<file path="config.mk">
export PLATFORM = sky130hd
export DESIGN_NAME = sram_mem_ctrl
export DESIGN_NICKNAME = d
export VERILOG_FILES = /design/src/rtl/sram_mem_ctrl.sv
export SDC_FILE = /design/constraint.sdc
export NUM_CORES = 1
export LEC_CHECK = 0
export CAP_MARGIN = 5
export CORE_ASPECT_RATIO = 0.9
export CORE_MARGIN = 2
export CORE_UTILIZATION = 31
export DETAILED_ROUTE_END_ITERATION = 6
export PLACE_DENSITY = 0.78
export SKIP_LAST_GASP = 1
export SYNTH_ARGS = -nofsm -noshare
export SYNTH_HDL_FRONTEND = slang
export SYNTH_SLANG_ARGS = --single-unit
</file>
<file path="constraint.sdc">
create_clock -name clk -period 1.85 [get_ports clk]
set_clock_uncertainty 0.2 [all_clocks]
set_input_delay 0.37 -clock clk [delete_from_list [all_inputs] [get_ports clk]]
set_output_delay 0.37 -clock clk [all_outputs]
set_load 0.05 [all_outputs]
</file>
<file path="src/rtl/sram_mem_ctrl.sv">
// sram_mem_ctrl: memory-stage sequencer that turns one 32-bit load/store
// into two 16-bit SRAM accesses (low half, then high half), each held for
// WAIT_STATES cycles, while stalling the pipeline through 'ready'.
module sram_mem_ctrl #(
  parameter int WAIT_STATES = 1,
  parameter int ADDR_W      = 18
) (
  input  logic              clk,
  input  logic              rst,
  input  logic              mem_read,
  input  logic              mem_write,
  input  logic [31:0]       address,
  input  logic [31:0]       wdata,
  output logic [31:0]       rdata,
  output logic              ready,
  output logic [ADDR_W-1:0] sram_addr,
  output logic [15:0]       sram_dq_out,
  output logic              sram_dq_oe,
  input  logic [15:0]       sram_dq_in,
  output logic              sram_we_n
);

  typedef enum logic [1:0] {
    IDLE = 2'd0,
    LOW  = 2'd1,
    HIGH = 2'd2,
    DONE = 2'd3
  } state_t;

  localparam logic [3:0] LAST_CNT = 4'(WAIT_STATES - 1);

  state_t      r_state;
  state_t      w_stateNext;
  logic [3:0]  r_cnt;
  logic        r_isWrite;
  logic [31:0] r_rdata;
  logic        w_request;
  logic        w_lastCnt;
  logic        w_unusedAddr;

  // Byte-offset bits and bits above the SRAM range are deliberately dropped.
  assign w_unusedAddr = &{1'b0, address[31:ADDR_W+1], address[1:0]};

  assign w_request = mem_read | mem_write;
  assign w_lastCnt = (r_cnt == LAST_CNT);
  assign rdata     = r_rdata;

  // Ready is combinational so a fresh request stalls the pipeline in the same cycle.
  assign ready = ((r_state == IDLE) && !w_request) || (r_state == DONE);

  // State register; reset aborts any access in flight immediately.
  always_ff @(posedge clk or negedge rst) begin
    if (!rst) begin
      r_state <= IDLE;
    end else begin
      r_state <= w_stateNext;
    end
  end

  // Wait counter, access direction latch and the two read-capture halves.
  always_ff @(posedge clk or negedge rst) begin
    if (!rst) begin
      r_cnt     <= 4'd0;
      r_isWrite <= 1'b0;
      r_rdata   <= 32'd0;
    end else begin
      case (r_state)
        IDLE: begin
          if (w_request) begin
            r_isWrite <= mem_write;
            r_cnt     <= 4'd0;
          end
        end
        LOW: begin
          if (w_lastCnt) begin
            r_cnt <= 4'd0;
            if (!r_isWrite) r_rdata[15:0] <= sram_dq_in;
          end else begin
            r_cnt <= r_cnt + 4'd1;
          end
        end
        HIGH: begin
          if (w_lastCnt) begin
            r_cnt <= 4'd0;
            if (!r_isWrite) r_rdata[31:16] <= sram_dq_in;
          end else begin
            r_cnt <= r_cnt + 4'd1;
          end
        end
        default: begin
        end
      endcase
    end
  end

  // Next-state and SRAM control decode; SRAM is idle unless in LOW or HIGH.
  always_comb begin
    w_stateNext = r_state;
    sram_addr   = '0;
    sram_dq_out = 16'd0;
    sram_dq_oe  = 1'b0;
    sram_we_n   = 1'b1;
    case (r_state)
      IDLE: begin
        if (w_request) w_stateNext = LOW;
      end
      LOW: begin
        sram_addr = {address[ADDR_W:2], 1'b0};
        if (r_isWrite) begin
          sram_dq_out = wdata[15:0];
          sram_dq_oe  = 1'b1;
          sram_we_n   = 1'b0;
        end
        if (w_lastCnt) w_stateNext = HIGH;
      end
      HIGH: begin
        sram_addr = {address[ADDR_W:2], 1'b1};
        if (r_isWrite) begin
          sram_dq_out = wdata[31:16];
          sram_dq_oe  = 1'b1;
          sram_we_n   = 1'b0;
        end
        if (w_lastCnt) w_stateNext = DONE;
      end
      DONE: begin
        w_stateNext = IDLE;
      end
      default: begin
        w_stateNext = IDLE;
      end
    endcase
  end

endmodule

</file>
Yosys cells after proc, flatten, opt, wreduce, memory -nomap -nowiden
Index checks and enable logic that the tools add are counted.
- add/subtract/negate cells: 1
- equal/unequal tests: 6
- multiplexer cells: 15
- bitwise logic cells: 2
- reductions and logical operators: 12
- operators with widths (kind ; number):
    $pmux W18 S2 ; 1
    $mux W16 ; 2
    $pmux W16 S2 ; 1
    $reduce_and A3 Y1 ; 3
    $mux W4 ; 2
    $pmux W2 S4 ; 1
    $pmux W4 S2 ; 1
    $mux W2 ; 3
    $ne A2 B2 Y1 const B ; 3
    $add A4 B1 Y4 const B ; 1
    $eq A2 B2 Y1 const B ; 2
    $logic_not A4 Y1 ; 1
    $mux W1 ; 4
    $reduce_and A2 Y1 ; 2
    $eq A2 B1 Y1 const B ; 1
    $logic_not A2 Y1 ; 1
    $reduce_bool A2 Y1 ; 1
    $reduce_or A2 Y1 ; 1
    $logic_and A1 B1 Y1 ; 1
    $logic_not A1 Y1 ; 1
    $logic_or A1 B1 Y1 ; 1
    $not A1 Y1 ; 1
    $or A1 B1 Y1 ; 1
- register bits after elaboration: 39
- bits of input ports: 84
- output and inout bits: 69
- logic and storage cells: 41

Depth between registers and ports, before layout
- depth in word-level cells: 4
- mapped depth: 6

Worst setup path after synthesis
OpenSTA, ideal clock, no wires.
- path type: reg-to-output
- from: reg r_state[0]
- to: out sram_dq_out[10]
- data arrival time: 2.195 ns
- required time: 1.280 ns
- slack: -0.915 ns
- cell stages (with the launch flop): 6
- path through: dfrtp_1 -> inv_1 -> ha_1 -> nand2_1 -> clkbuf_1 -> nor2_1
- cells in the longest elaborated chain, start to end: 2
- elaborated cells between the ends (all ways): 3
- classes of those cells: eq/ne (2); mux (1)
- RTL lines (item ; line ; text):
    start, declared ; 32 ; state_t r_state;
    start signal, assigned ; 56 ; r_state <= w_stateNext;
    $eq A2 B2 Y1 or $eq A2 B1 Y1 (tied branches) ; 103 ; case (r_state)
    $pmux W16 S2 (*) ; 103 ;
    end, declared ; 17 ; output logic [15:0] sram_dq_out,
Every way passes the cells marked *; elsewhere a longest branch is shown, timed or not.

Final worst setup path
- from: reg r_state[0]
- to: out sram_addr[4]
- cells in the longest elaborated chain, start to end: 2
- elaborated cells between the ends (all ways): 3
- classes of those cells: eq/ne (2); mux (1)
- RTL lines (item ; line ; text):
    $eq A2 B2 Y1 or $eq A2 B1 Y1 (tied branches) ; 103 ;
    $pmux W18 S2 (*) ; 103 ;
    end, declared ; 16 ; output logic [ADDR_W-1:0] sram_addr,
Marks and branches as above.

==> flow_metrics.py <==
metrics = {
    "die": {
        "io_pins": 153,
        "core_area_um2": 6216,
        "dieArea_um2": 7185,
        "std_cell_rows": 27,
        "fp.dieH_um": 80.62,
        "start_util": 0.3253,
        "die_x_um": 89.13,
    },
    "power_and_ir_drop": {
        "ir_worst_vdd_mv": 1.551,
        "sw_frac_of_total": 0.4922,
        "pwr-share-seq": 0.143,
        "p_int_w": 0.005626,
        "cellPowerDensity_nw_per_um2": 2321,
        "p_comb_frac": 0.802,
        "p_total_w": 0.01108,
        "p_switching_w": 0.005454,
        "power_frac_clock": 0.055,
        "leakage_nw": 1.993,
    },
    "run_status": {
        "violations": "setup timing",
        "outcome": "finished, violations left",
    },
    "layout": {
        "n_antenna_cell": 0,
        "drive_gt1_frac": 0.6427,
        "area_growth_pct": 136.1,
        "final_core_util": 0.7679,
        "nets": 439,
    },
    "yosys": {
        "syn_inst": 172,
        "synth_seq_cells": 39,
        "yosysMostFrequentCell": "dfrtp_1",
        "dominantRegCellSynth": "dfrtp_1",
        "ys_async_sr_fraction": 1.000,
        "yosysUniqueCellTypes": 28,
        "synth.cell_area_um2": 2022,
        "yosys-top-cells-area": "dfrtp_1 (48%), mux2_2 (18%), a22oi_1 (5.9%)",
        "synth_seq_area_share": 0.4827,
        "synth_common_cells": "dfrtp_1 (39), mux2_2 (32), and3_1 (17), nor2_1 (17), a22oi_1 (16)",
        "synth_top_cell_area_share": 0.4827,
        "yosysWarnings": 0,
        "synth_edf_count": 0,
        "synth.avg_cell_area_um2": 11.76,
        "synth_nets": 265,
        "yosysTopAreaCell": "dfrtp_1",
    },
    "global_route": {
        "gr-total-overflow": 0,
        "antenna_found_initial": 0,
        "grt_pass1_vias": 2196,
        "grt_max_degree": 22,
        "grt_use_total": 0.2051,
        "grt_pass1_wl_mm": 11.14,
    },
    "min_path": {
        "hold_path.class": "reg -> reg",
        "worstHoldPathCells": 1,
    },
    "setup_path": {
        "start_kind": "flip-flop",
        "path_class": "reg -> out",
        "crit_chain": "inv_4, ha_4, buf_12, clkbuf_16, and3_4, buf_12",
        "cpPeakStageDelay_ns": 0.43,
        "critPathBufInv": 4,
        "crit_required_ns": 1.28,
        "crit_cells": 6,
        "critPathTopFamily": "buffers and inverters",
        "critPathMaxFanout": 6,
        "crit_top_cell": "buf_12",
        "cp.arrival_ns": 1.71,
        "critPathSlowestCell": "dfrtp_2",
        "cp-end-kind": "output port",
        "r2r_cells": 7,
    },
    "sta": {
        "setup_viol": 39,
        "worst_pin_slew_ns": 0.4551,
        "max_freq_mhz": 438.2,
        "layout_setup_ws_ns": -0.4323,
        "period_share": 1.234,
        "hold_violations": 0,
        "drv_slew": 0,
        "slew_headroom": 0.6966,
        "final.min_clock_period_ns": 2.282,
        "grt_setup_unrepaired": "true",
    },
    "cts": {
        "cts_made_buffers": 5,
        "cts-root-buf": "clkbuf_8",
        "cts_buffer_depth": 2,
        "clock_sinks": 39,
        "path_clk_slew_ns": 0.07,
        "clk_latency_ns": 0.29,
        "htreeDepth": 2,
        "cts_tree": "done",
    },
    "run": {
        "max_cap_viol_count": 0,
    },
    "place": {
        "port_buffers": 137,
        "place_hpwl_mm": 5.321,
        "gp_congestion": 0.7873,
    },
    "route": {
        "dr.first_iter.drc_count": 35,
        "num_vias": 2174,
        "vias_per_cell": 5.009,
        "drc_errors": 0,
        "drt.antenna.violating_nets": 0,
        "routed_wl_mm": 8.401,
        "drt-pass1-iter-count": 4,
        "wl_per_cell_um": 19.36,
    },
}
power by group through the flow:
| stage | logic [W] | clock network [W] | registers (W) |
|---|---|---|---|
| detailed placement | 0.00752 | 0 | 0.00153 |
| global route | 0.00922 | 0.000660 | 0.00162 |
| CTS | 0.00838 | 0.000638 | 0.00155 |
| finish | 0.00889 | 0.000613 | 0.00158 |
| floorplan | 0.00348 | 0 | 0.00277 |
| global placement | 0.00742 | 0 | 0.00151 |
layout by cell type (no fill, tap or decap), drive strengths merged:
| master | n |
|---|---|
| or2 | 3 |
| a21o | 1 |
| a32o | 3 |
| nand3 | 1 |
| or3b | 2 |
| a22oi | 16 |
| buf | 101 |
| and3 | 17 |
| clkinvlp | 1 |
| a21oi | 1 |
| nor3b | 1 |
| nand2 | 7 |
| inv | 4 |
| ha | 9 |
| a211o | 1 |
| dfrtp | 39 |
| nor2 | 17 |
| mux2 | 33 |
| clkdlybuf4s50 | 67 |
| nand2b | 3 |
| o21ai | 2 |
| dlygate4sd3 | 1 |
| a2111oi | 1 |
| clkbuf | 12 |
| a22o | 1 |
| nor4b | 2 |
| o211a | 1 |
worst reg2reg max path, cell delays in order, from the launching register on:
cell and delay [ns]:
dfrtp_2 0.45, buf_6 0.14, ha_4 0.16, or2_4 0.29, buf_4 0.14, buf_4 0.12, a21o_1 0.18, mux2_4 0.30
sequential cells by signal, summed over array words and instances (netlist names):
name and cells:
r_cnt 4, r_isWrite 1, r_state 2, rdata 32
metal layers:
| layer | track usage | share of wire | vias to the layer above |
|---|---|---|---|
| met4 | 0.05970 | 0.031 | 0 |
| met5 | 0 | 0 | - |
| li1 | - | - | 977 |
| met2 | 0.3726 | 0.51 | 122 |
| met3 | 0.06886 | 0.096 | 24 |
| met1 | 0.2234 | 0.36 | 1051 |
metrics by stage:
stage               TNS (ns)  hold slack [ns]  setup WS (ns)  instance area [µm²]  cells
global placement      -3.246           0.1408        -0.1975                 4185    403
detailed placement    -4.253           0.1435        -0.2143                 4185    403
finish                -14.24           0.3104        -0.4323                 4773    434
floorplan             -4.416          -0.1256        -0.1824                 2349    172
global route          -16.26           0.3236        -0.4709                 4773    434
CTS                   -15.02           0.3124        -0.4024                 4582    425
layout make-up:
class,instances,area [µm²]
clock buffer,8,100.1
fill,405,1443
inverter,5,27.53
multi-input combinational,122,1445
sequential,39,982.2
tap,87,108.9
timing repair buffer,173,2110
worst paths after layout:
kind / from / end / slack, ns
hold / removal: rdata[19] / rdata[19] / 0.31
min in group asynchronous: rst / rdata[15] / 0.37
hold reg to reg: rdata[19] / rdata[19] / 0.31
setup reg to reg: r_state[0] / r_state[1] / -0.26
setup / recovery: r_state[0] / sram_addr[4] / -0.43
max in group asynchronous: rst / r_isWrite / 0.55
what timing repair did:
item	in CTS	in global routing
resized for setup	34	20
buffers inserted	8	5
endpoints found under the setup margin	41	75
hold buffers	1	0
endpoints found under the hold margin	19	0
cloned	5	5
pin swaps	8	20
cell families after synthesis:
family                   share of synthesized area
adder cells (fa/ha/maj)                    0.05569
buffers and inverters                      0.03713
AO/OA/AOI/OAI                               0.1033
flip-flops                                  0.4827
multiplexers                                0.1838
AND/OR/NAND/NOR                             0.1374
Power figures use the tool's default switching activity.
